### src/rtl/face_detect_mac_ctrl.sv
// face_detect_mac_ctrl: operand feed and per-feature accumulate stage around a ce-gated pipelined multiplier.
// Optional macro FD_MAC_SAT_EN: clamp the accumulator on overflow instead of wrapping.
`default_nettype none

module face_detect_mac_ctrl #(
  parameter int A_W     = 16,
  parameter int B_W     = 6,
  parameter int P_W     = 21,
  parameter int MUL_LAT = 3,
  parameter int ACC_W   = 32,
  parameter int CNT_W   = 8
) (
  input  logic             clk,
  input  logic             reset,
  input  logic             in_valid,
  output logic             in_ready,
  input  logic [A_W-1:0]   in_a,
  input  logic [B_W-1:0]   in_b,
  input  logic             in_last,
  output logic             mul_ce,
  output logic [A_W-1:0]   mul_din0,
  output logic [B_W-1:0]   mul_din1,
  input  logic [P_W-1:0]   mul_dout,
  output logic             out_valid,
  input  logic             out_ready,
  output logic [ACC_W-1:0] out_sum,
  output logic [CNT_W-1:0] out_cnt,
  output logic             out_ovf
);

  logic               stall;
  logic [MUL_LAT-1:0] vld;
  logic [MUL_LAT-1:0] lst;
  logic [ACC_W-1:0]   acc;
  logic [CNT_W-1:0]   cnt;
  logic               ovf;

  logic               consume;
  logic               grp_last;
  logic [ACC_W:0]     prod_ext;
  logic [ACC_W:0]     sum_ext;
  logic               ovf_next;
  logic [ACC_W-1:0]   sum_res;
  logic [CNT_W-1:0]   cnt_next;

  // A held result freezes the multiplier and the feed, so nothing needs a skid buffer.
  assign stall    = out_valid & ~out_ready;
  assign mul_ce   = ~stall;
  assign in_ready = ~stall;
  assign mul_din0 = in_a;
  assign mul_din1 = in_b;

  always_ff @(posedge clk or negedge reset) begin
    if (!reset) begin
      vld <= '0;
      lst <= '0;
    end else if (mul_ce) begin
      vld[0] <= in_valid & in_ready;
      lst[0] <= in_last;
      for (int i = 1; i < MUL_LAT; i++) begin
        vld[i] <= vld[i-1];
        lst[i] <= lst[i-1];
      end
    end
  end

  assign consume  = mul_ce & vld[MUL_LAT-1];
  assign grp_last = lst[MUL_LAT-1];

  always_comb begin
    prod_ext           = '0;
    prod_ext[P_W-1:0]  = mul_dout;
    sum_ext            = {1'b0, acc} + prod_ext;
    ovf_next           = ovf | sum_ext[ACC_W];
`ifdef FD_MAC_SAT_EN
    // Once the group has overflowed, stay pinned at full scale.
    sum_res            = ovf_next ? {ACC_W{1'b1}} : sum_ext[ACC_W-1:0];
`else
    sum_res            = sum_ext[ACC_W-1:0];
`endif
    cnt_next           = (cnt == {CNT_W{1'b1}}) ? cnt : cnt + CNT_W'(1);
  end

  always_ff @(posedge clk or negedge reset) begin
    if (!reset) begin
      acc <= '0;
      cnt <= '0;
      ovf <= 1'b0;
    end else if (consume) begin
      if (grp_last) begin
        acc <= '0;
        cnt <= '0;
        ovf <= 1'b0;
      end else begin
        acc <= sum_res;
        cnt <= cnt_next;
        ovf <= ovf_next;
      end
    end
  end

  always_ff @(posedge clk or negedge reset) begin
    if (!reset) begin
      out_valid <= 1'b0;
      out_sum   <= '0;
      out_cnt   <= '0;
      out_ovf   <= 1'b0;
    end else if (consume && grp_last) begin
      out_valid <= 1'b1;
      out_sum   <= sum_res;
      out_cnt   <= cnt_next;
      out_ovf   <= ovf_next;
    end else if (out_valid && out_ready) begin
      out_valid <= 1'b0;
    end
  end

endmodule

`default_nettype wire
### config.mk
export PLATFORM = sky130hd
export DESIGN_NAME = face_detect_mac_ctrl
export DESIGN_NICKNAME = d
export VERILOG_FILES = /design/src/rtl/face_detect_mac_ctrl.sv
export SDC_FILE = /design/constraint.sdc
export NUM_CORES = 1
export LEC_CHECK = 0
export BUFFER_PORTS_ARGS = -buffer_cell sky130_fd_sc_hd__buf_2
export CAP_MARGIN = 10
export CORE_ASPECT_RATIO = 0.7
export CORE_MARGIN = 5
export CORE_UTILIZATION = 55
export DETAILED_ROUTE_END_ITERATION = 7
export PLACE_DENSITY = 0.81
export RECOVER_POWER = 100
export SLEW_MARGIN = 20
export SYNTH_ARGS = -nofsm -noshare
export SYNTH_HDL_FRONTEND = slang
export SYNTH_SLANG_ARGS = --single-unit
export TNS_END_PERCENT = 50
### constraint.sdc
create_clock -name clk -period 2.9 [get_ports clk]
set_input_delay 0.435 -clock clk [delete_from_list [all_inputs] [get_ports clk]]
set_output_delay 0.435 -clock clk [all_outputs]
set_load 0.01 [all_outputs]
==> flow_summary_export.csv <==
group,metric,value,unit
sta,period_share,97.0,%
routing,firstDrtPassIters,5,
cts,post_cts_buffers,0,
routing,route.vias.total,4237,
cts,path_clk_slew,0.06,ns
worst_setup_path,reg2reg_slack,0.09,ns
pwr,p_switching,2.46,mW
sta,slew_viol_final,0,
pwr,seqPwrFrac,33.2,%
sta,setup_tns,0,ns
worst_setup_path,cp_top_family,"compound AO/OA/AOI/OAI gates",
pwr,power_frac_comb,46.1,%
routing,avgViaCountPerCell,5.78,
worst_setup_path,path_cells,"ha_1, o21ai_1, nor2_1, o21a_2, a31oi_2, o31ai_4, a21oi_2, buf_4, or4_1, o211ai_1",
cts,clockBufferDepth,2,
yosys,synthesis.area,5040,sq um
yosys,ys_warn_count,0,
layout,drive_gt1_share,11.3,%
cts,cts_inserted_buffers,9,
grt,grt_first_pass_wirelength,20.2,mm
worst_setup_path,rr_endpoint,"acc[31]$_DFFE_PN0P_",
worst_setup_path,crit_path_end,"acc[31]$_DFFE_PN0P_",
grt,grt_overflow,0,
worst_setup_path,worstPathRequired,3.16,ns
yosys,ys_seq_area_share,44.2,%
die,core-area,9000,sq um
worst_setup_path,slowest_stage,"or4_1",
sta,rsz0062_at_grt,"false",
grt,track_usage,21.7,%
cts,cts.sinks,89,
pwr,clockPowerShare,20.7,%
pwr,power_density,1040,nW/um^2
worst_setup_path,setup.worst_path.start,"acc[2]$_DFFE_PN0P_",
yosys,yosysTopAreaCellShare,44.2,%
grt,antenna_found_initial,0,
min_path,min_from,"in_valid",
layout,syn_to_final_growth,11.7,%
sta,hold_violations,0,
grt,grt_pass1_vias,4157,
yosys,synthFlopType,"dfrtp_1",
layout,nFillCells,807,
cts,cts_max_level,3,
die,std_cell_rows,29,
worst_setup_path,slowest_delay,0.47,ns
cts,cts_tree,"done",
pwr,swShare,42.0,%
pwr,intPower,3.39,mW
flow_run,drv_cap,0,
worst_setup_path,reg2reg_from,"acc[2]$_DFFE_PN0P_",
sta,setup_viol,0,
min_path,hp-class,"input pin to flip-flop",
worst_setup_path,critPathArrivalTime,3.07,ns
sta,setup_ws,0.0871,ns
pwr,peakVddDrop,0.631,mV
die,ios,114,
yosys,synth_edf_count,0,
worst_setup_path,path_buf_inv,1,
routing,drt_iter0_markers,248,
cts,cts_root_buf,"clkbuf_16",
yosys,synth.distinct_cells,54,
yosys,synth_cells,558,
yosys,async_flop_share,100,%
grt,grt_max_degree,58,
sta,tightest_slew,1.40,ns
layout,nets,675,
worst_setup_path,worstPathMaxFanout,12,
worst_setup_path,rr_worst_depth,10,
cts,clk_latency,0.34,ns
sta,finClkSkew,0.00820,ns
layout,seq_area,2230,sq um
routing,final_antenna_net_count,0,
worst_setup_path,path_depth,10,
worst_setup_path,cp-start-kind,"flip-flop",
outcome,outcome,"complete, no violations",
worst_setup_path,end_kind,"flip-flop",
yosys,ys_top_cells_by_area,"dfrtp_1 (44%), nand2_1 (7.4%), ha_1 (5.5%), o21ai_0 (4.5%), buf_4 (3.4%)",
routing,drc_errors,0,
placement,gp_congestion,0.861,
yosys,synth_nets,629,
sta,fin_crit,2.81,ns
worst_setup_path,crit_type,"flip-flop to flip-flop",
yosys,synth_area_leader_cell,"dfrtp_1",
die,die_h,90.1,microns
yosys,syn_avg_cell_area,9.03,sq um
pwr,leakage,2.51,nW
layout,multiInputGateArea,2500,sq um
pwr,fin_total_pwr,5.85,mW
die,start_util,56.0,%
sta,fmax,355,MHz
die,die_area,11200,sq um
die,die_w,124,microns
placement,dp_hpwl,8.50,mm
sta,slew_headroom,6.75,%
routing,wirelength,11.9,mm
placement,port_buffers,69,
placement,post-place-ws,-0.105,ns
layout,num_antenna_cells,0,
routing,routedWlPerCell,16.2,microns
yosys,ys_ff_latch,89,
-- power by group through the flow --
stage               registers [mW]  clock network (mW)  logic, mW
CTS                           1.94                1.23       2.80
finish                        1.94                1.21       2.70
global placement              1.93                   0       2.69
floorplan                     2.02                   0       1.86
detailed placement            1.96                   0       2.78
global route                  2.01                1.29       3.01
-- synthesized netlist by cell type, drive strengths merged (2+ instances only) --
| cell type | count |
|---|---|
| nand3 | 11 |
| o21ai | 71 |
| mux2 | 7 |
| clkbuf | 22 |
| and2 | 3 |
| mux2i | 2 |
| a31oi | 11 |
| inv | 12 |
| o21bai | 4 |
| o21a | 3 |
| nor3 | 7 |
| a211oi | 5 |
| o22ai | 2 |
| nor2 | 27 |
| a22o | 7 |
| or4 | 4 |
| ha | 22 |
| or3 | 10 |
| nand2 | 99 |
| nand2b | 3 |
| xor2 | 11 |
| a21oi | 33 |
| nand4 | 5 |
| dfrtp | 89 |
| xnor2 | 16 |
| and3 | 6 |
| buf | 28 |
| a311oi | 2 |
| o211ai | 4 |
| a21o | 10 |
| o31ai | 8 |
-- final cells by class --
class / instances / area share, %
clock buffers: 12 / 4.73
clock inverters: 4 / 0.889
repair buffers: 85 / 6.93
flip-flops and latches: 89 / 39.6
well taps: 124 / 2.76
inverters: 12 / 0.800
multi-input cells: 407 / 44.3
-- cell usage in the layout, fill, tap and decap left out, types with 7 or more instances in the layout --
cell type,count
nand2_1,99
a21o_1,10
nor2_1,26
o21ai_1,9
xor2_1,11
o31ai_1,7
nor3_1,7
xnor2_1,16
nand3_1,11
clkbuf_1,52
ha_1,22
a22o_1,7
a21oi_1,30
dfrtp_1,89
o21ai_0,61
clkbuf_16,9
or3_1,10
mux2_2,7
inv_1,12
a31oi_1,10
buf_2,24
-- timing repair --
item                       4_1_cts  5_1_grt
setup endpoints to repair        0        7
hold buffers                     0        0
resized for setup                0        1
-- kinds of logic (layout without fill, tap and decap cells) --
logic type	count (synthesis)	after routing	share of synthesized area, %
AOI/OAI and AO/OA	169	169	21.2
xor gates and xnor gates	27	27	4.69
adders and majority gates	23	23	5.86
buffers and inverters	62	113	6.36
DFF	89	89	44.2
muxes	9	9	1.96
and+or+nand+nor	179	179	15.7
-- flip-flops by register name (all words and copies together), names as in the netlist --
signal / flops
lst: 3
vld: 3
out_valid: 1
ovf: 1
out_sum: 32
cnt: 8
out_cnt: 8
out_ovf: 1
acc: 32
-- per-stage QoR --
stage / instance area (sq um) / instances / util (%) / hold slack (ns)
after detailed placement: 5400 / 717 / 60.0 / 0.458
final: 5630 / 733 / 62.6 / 0.320
after global routing: 5630 / 733 / 62.6 / 0.312
after global placement: 5400 / 717 / 60.0 / 0.455
after floorplan: 5040 / 558 / - / 0.139
after CTS: 5720 / 733 / 63.6 / 0.175
-- per-layer routing --
metal  global-route usage [%]  vias to the layer above  share of wire [%]
met5                        0                        -                  0
met4                     6.48                        0                1.2
met3                     6.69                       17                8.0
met2                     32.6                      178                 44
met1                     30.4                     1999                 47
li1                         -                     2043                  -
-- how the worst min path moves through the flow --
| stage | end | slack [ns] | cells after the start |
|---|---|---|---|
| floorplan | acc[0]$_DFFE_PN0P_ | 0.14 | 0 |
| global placement | out_sum[6]$_DFFE_PN0P_ | 0.45 | 2 |
| detailed placement | out_sum[6]$_DFFE_PN0P_ | 0.46 | 2 |
| CTS | out_sum[19]$_DFFE_PN0P_ | 0.17 | 1 |
| global route | vld[0]$_DFFE_PN0N_ | 0.31 | 2 |
| finish | vld[0]$_DFFE_PN0N_ | 0.32 | 2 |
No activity file was read; power rests on OpenSTA's default activity.
